$ cat src/rtl/vga_ram_write_arbiter.sv
// Arbitrates two pixel-write requesters onto the VGA RAM write port, blank window only.
// Latency: ram_we rises the cycle after a transfer and stays high for WR_CYCLES cycles.
// Backpressure: reqN_ready is low outside blank, while a write/clear is in flight, or when the other requester holds the grant.
//
// Ports: clk, rst (async active-high), blank (write window open),
//        req0_*/req1_* valid/ready/x/y/data requester handshakes,
//        clear_start/clear_busy (framebuffer clear, only with `define VGA_CLEAR_EN),
//        ram_we/ram_x/ram_y/ram_wdata to the RAM write port, err_drop (out-of-range discard pulse).
// Optional feature macro: VGA_CLEAR_EN (full-framebuffer clear sweep).
module vga_ram_write_arbiter #(
  parameter int X_W       = 10,
  parameter int Y_W       = 10,
  parameter int X_MAX     = 639,
  parameter int Y_MAX     = 479,
  parameter int WR_CYCLES = 1
) (
  input  logic           clk,
  input  logic           rst,
  input  logic           blank,
  input  logic           req0_valid,
  output logic           req0_ready,
  input  logic [X_W-1:0] req0_x,
  input  logic [Y_W-1:0] req0_y,
  input  logic           req0_data,
  input  logic           req1_valid,
  output logic           req1_ready,
  input  logic [X_W-1:0] req1_x,
  input  logic [Y_W-1:0] req1_y,
  input  logic           req1_data,
  input  logic           clear_start,
  output logic           clear_busy,
  output logic           ram_we,
  output logic [X_W-1:0] ram_x,
  output logic [Y_W-1:0] ram_y,
  output logic           ram_wdata,
  output logic           err_drop
);

  localparam logic [X_W-1:0] X_LAST  = X_W'(X_MAX);
  localparam logic [Y_W-1:0] Y_LAST  = Y_W'(Y_MAX);
  localparam logic [1:0]     WR_LAST = 2'(WR_CYCLES - 1);

  typedef enum logic [1:0] {
    IDLE,
    WRITE
`ifdef VGA_CLEAR_EN
    , CLEAR
`endif
  } state_t;

  state_t     state;
  logic       last;      // requester granted most recently
  logic [1:0] wr_cnt;    // ram_we cycles already spent in WRITE
  logic       sel;
  logic       clr_req;
  logic       accept;
  logic       xfer;
  logic [X_W-1:0] x_in;
  logic [Y_W-1:0] y_in;
  logic       d_in;
  logic       in_range;

`ifdef VGA_CLEAR_EN
  logic clr_busy_q;
  assign clr_req    = clear_start;
  assign clear_busy = clr_busy_q;
`else
  logic clear_start_unused;
  assign clear_start_unused = clear_start;
  assign clr_req    = 1'b0;
  assign clear_busy = 1'b0;
`endif

  // Sole valid requester wins; on contention the one not granted last wins.
  always_comb begin
    sel = 1'b0;
    if (req0_valid && req1_valid) sel = ~last;
    else if (req1_valid)          sel = 1'b1;
  end

  // A clear request in the same cycle pre-empts any pixel transfer.
  assign accept     = (state == IDLE) && blank && !clr_req;
  assign req0_ready = accept && req0_valid && !sel;
  assign req1_ready = accept && req1_valid &&  sel;
  assign xfer       = req0_ready || req1_ready;

  assign x_in     = sel ? req1_x    : req0_x;
  assign y_in     = sel ? req1_y    : req0_y;
  assign d_in     = sel ? req1_data : req0_data;
  assign in_range = (x_in <= X_LAST) && (y_in <= Y_LAST);

  always_ff @(posedge clk or posedge rst) begin
    if (rst) begin
      state     <= IDLE;
      last      <= 1'b1;
      wr_cnt    <= 2'd0;
      ram_we    <= 1'b0;
      ram_x     <= '0;
      ram_y     <= '0;
      ram_wdata <= 1'b0;
      err_drop  <= 1'b0;
`ifdef VGA_CLEAR_EN
      clr_busy_q <= 1'b0;
`endif
    end else begin
      err_drop <= 1'b0;
      case (state)
        IDLE: begin
`ifdef VGA_CLEAR_EN
          if (clear_start) begin
            // First pixel (0,0) goes out next cycle if the window is open.
            state      <= CLEAR;
            clr_busy_q <= 1'b1;
            ram_we     <= blank;
            ram_x      <= '0;
            ram_y      <= '0;
            ram_wdata  <= 1'b0;
          end else
`endif
          if (xfer) begin
            ram_x     <= x_in;
            ram_y     <= y_in;
            ram_wdata <= d_in;
            last      <= sel;
            if (in_range) begin
              state  <= WRITE;
              ram_we <= 1'b1;
              wr_cnt <= 2'd0;
            end else begin
              err_drop <= 1'b1;
            end
          end
        end
        WRITE: begin
          // Runs to completion even if blank drops mid-write.
          if (wr_cnt == WR_LAST) begin
            ram_we <= 1'b0;
            state  <= IDLE;
          end else begin
            wr_cnt <= wr_cnt + 2'd1;
          end
        end
`ifdef VGA_CLEAR_EN
        CLEAR: begin
          // ram_x/ram_y double as the sweep counters; they only advance once
          // the pixel they address has actually been written.
          if (ram_we) begin
            if (ram_x == X_LAST && ram_y == Y_LAST) begin
              state      <= IDLE;
              clr_busy_q <= 1'b0;
              ram_we     <= 1'b0;
              ram_x      <= '0;
              ram_y      <= '0;
            end else begin
              ram_we <= blank;
              if (ram_x == X_LAST) begin
                ram_x <= '0;
                ram_y <= ram_y + 1'b1;
              end else begin
                ram_x <= ram_x + 1'b1;
              end
            end
          end else begin
            ram_we <= blank;
          end
        end
`endif
        default: state <= IDLE;
      endcase
    end
  end

endmodule

$ cat config.mk
export PLATFORM = sky130hd
export DESIGN_NAME = vga_ram_write_arbiter
export DESIGN_NICKNAME = d
export VERILOG_FILES = /design/src/rtl/vga_ram_write_arbiter.sv
export SDC_FILE = /design/constraint.sdc
export NUM_CORES = 1
export LEC_CHECK = 0
export ABC_CLOCK_PERIOD_IN_PS = 1350
export CORE_ASPECT_RATIO = 1.1
export CORE_UTILIZATION = 35
export CTS_BUF_LIST = sky130_fd_sc_hd__clkbuf_4 sky130_fd_sc_hd__clkbuf_8
export CTS_CLUSTER_DIAMETER = 200
export DETAILED_ROUTE_END_ITERATION = 10
export PLACE_DENSITY = 0.77
export SLEW_MARGIN = 40
export SYNTH_ARGS = -nofsm -noshare
export SYNTH_HDL_FRONTEND = slang
export SYNTH_SLANG_ARGS = --single-unit
$ cat constraint.sdc
create_clock -name clk -period 1.35 [get_ports clk]
set_clock_uncertainty 0.15 [all_clocks]
set_input_delay 0.27 -clock clk [delete_from_list [all_inputs] [get_ports clk]]
set_output_delay 0.27 -clock clk [all_outputs]
set_load 0.05 [all_outputs]
==> results.ini <==
[run_status]
status=finished, violations left
violations=negative setup slack

[synth]
syn_inst=127
yosys.area.top_type_share_pct=48.1
yosysWarnings=0
ys_types=23
yosysMostFrequentCell=dfrtp_1
syn-cell-area_sq_mm=0.00130
async_flop_share_pct=100
synth_edf_count=0
synth_nets=176
ys_ff_latch=26
ys_top_cells_by_area=dfrtp_1 (48%), mux2i_1 (16%), a21oi_1 (8.1%)
postSynthAreaPerCell_sq_um=10.2
synth_common_cells=dfrtp_1 (25), nor2_1 (23), a21oi_1 (21), mux2i_1 (21)
seq_area_frac_synth_pct=50.1
synth_ff_type=dfrtp_1
yosysTopAreaCell=dfrtp_1

[layout]
multiInputGateArea_sq_um=729
fillers=167
drive_gt1_share_pct=37.8
seq_area_sq_um=653
area_growth_pct=118
fin_nets=272
n_antenna_cell=0
fin_cells=270

[setup_path]
critPathBufInv=2
r2r-end=ram_we$_DFFE_PP0P_
path_class=reg -> out
reg2reg_from=last$_DFFE_PP1P_
start_kind=flop
worstPathMaxFanout=3
critical-path-max-stage-delay_ps=610
crit_end=req0_ready
cp_cell_sequence=a21boi_4 -> buf_12 -> nor2_4 -> buf_6
reg2reg_depth=6
cp_top_family=flip-flops
cp.required_ps=930
r2r_slack_ps=-480
cp_slowest_cell=dfstp_2
crit_start=last$_DFFE_PP1P_
critPathArrivalTime_ps=1410
cp-end-kind=primary output
path_depth=4

[sta]
worst_slack_ps=-484
finalSetupViolations=47
fin_crit_sh_pct=136
post-route-min-period_ps=1830
hold_viol_final=0
max_freq_ghz=0.545
tightest_slew_ps=548
slew-limit-headroom_pct=63.1
slew_violations=0
whs_ps=85.6
rsz0062_at_grt=yes

[clocking]
clk_pin_slew_worst_paths_ps=160
cts_num_sinks=26
clockBufferDepth=2
cts_tree=yes
cts-root-buf=clkbuf_4
htree_levels=1
numCtsBuffers=3
clk_latency_ps=350

[floorplan]
ios=74
die_height_microns=65.9
rows=22
fp.dieW_microns=60.1
core-area_sq_mm=0.00344
start_util_pct=37.8
die-area_sq_mm=0.00396

[power_and_ir_drop]
cellPowerDensity_mw_per_mm2=1800
p_leak_nw=1.21
vdd_drop_max_mv=1.28

[place]
place_congestion=0.796
pre_cts_slack_ps=-583
dp_cells=248
hpwl_microns=2960
port_buffers=71

[global_routing]
grt_max_degree=27
grt_pass1_vias=1448
grt_usage_pct=24.8
grt_pass1_wl_microns=7010
antenna_found_initial=0
grt-ovfl-total=0

[route]
antenna_left=0
drt_iter0_markers=78
drc=0
routedWlPerCell_microns=20.4
dr_total_vias=1403
drt_first_pass_iters=4
viasPerCell=5.20
drt_wl_total_microns=5510

[job]
maxCapViolCount=0

[min_path]
hold_class=in -> async

[routing by layer]
metal	vias up	share of wire, %	GRT usage [%]
li1	624	-	-
met1	674	35	24.2
met2	80	52	45.1
met3	25	7.4	5.68
met4	0	5.6	16.0
met5	-	0	0
[how the worst min path moves through the flow]
stage / cells after the start / end / from / slack [ps]
global route: 3 / ram_x[9]$_DFFE_PP0P_ / rst / 100
CTS: 3 / ram_x[9]$_DFFE_PP0P_ / rst / 100
finish: 3 / ram_y[0]$_DFFE_PP0P_ / rst / 90
floorplan: 1 / err_drop$_DFF_PP0_ / rst / 160
global placement: 2 / last$_DFFE_PP1P_ / last$_DFFE_PP1P_ / 350
detailed placement: 2 / last$_DFFE_PP1P_ / last$_DFFE_PP1P_ / 360
[registers in the layout, summed over array words and instances, names as in the netlist]
| register | cells |
|---|---|
| err_drop | 1 |
| ram_we | 1 |
| ram_x | 10 |
| wr_cnt | 2 |
| ram_wdata | 1 |
| last | 1 |
| ram_y | 10 |
[per-stage QoR]
stage / power, W / cell area (sq um) / setup TNS [ps] / util, %
after floorplan: 0.00260 / 1350 / -1990 / -
final: 0.00510 / 2840 / -9830 / 82.5
after global placement: 0.00390 / 2380 / -12670 / 69.1
after detailed placement: 0.00398 / 2380 / -14280 / 69.1
after CTS: 0.00475 / 2620 / -7320 / 76.0
after global routing: 0.00530 / 2840 / -11830 / 82.5
[repair_timing]
action | 4_1_cts | 5_1_grt
resized for setup | 24 | 23
buffers inserted | 7 | 8
pin swaps | 18 | 9
gates cloned | 2 | 2
hold buffers | 0 | 0
endpoints found under the hold margin | 0 | 0
endpoints found under the setup margin | 49 | 50
[power by group]
group          switching [W]  total, W  internal (W)
Sequential          0.000299   0.00135       0.00105
Clock               0.000258  0.000559      0.000301
Combinational        0.00155   0.00319       0.00164
[layout by cell type, fill, tap and decap left out, types with 2 or more instances in the layout]
cell type        instances
clkdlybuf4s50_1         44
buf_12                  27
dfrtp_1                 24
nor2_1                  22
a21oi_1                 15
mux2i_1                 15
buf_4                   11
buf_6                    9
a21oi_2                  6
mux2i_4                  5
o21ai_0                  3
nand2_1                  3
inv_1                    3
clkbuf_4                 3
buf_8                    3
a21boi_4                 2
nand4_1                  2
nand2b_1                 2
buf_16                   2
clkbuf_16                2
dlygate4sd2_1            2
[tightest hold or removal path: stages]
cell and delay [ps]:
clkdlybuf4s50_1 400, inv_1 90, buf_12 190
[logic make-up (layout without fill, tap and decap cells)]
family | after synthesis | after routing | share of synthesized area (%)
AOI/OAI and AO/OA | 29 | 29 | 12.9
DFF | 26 | 26 | 50.1
muxes | 21 | 21 | 16.2
adders and majority gates | 1 | 1 | 0.962
other | 1 | 1 | 0.288
and+or+nand+nor | 37 | 37 | 13.4
buffers and inverters | 12 | 107 | 6.16
[cell type report]
type	count	area share, %
clock inverter	1	1.06
multi-input combinational	89	25.7
clock buffer	3	0.793
inverter	3	0.397
timing repair buffer	100	46.9
tap	48	2.12
sequential	26	23.0
No activity file was read; power rests on OpenSTA's default activity.
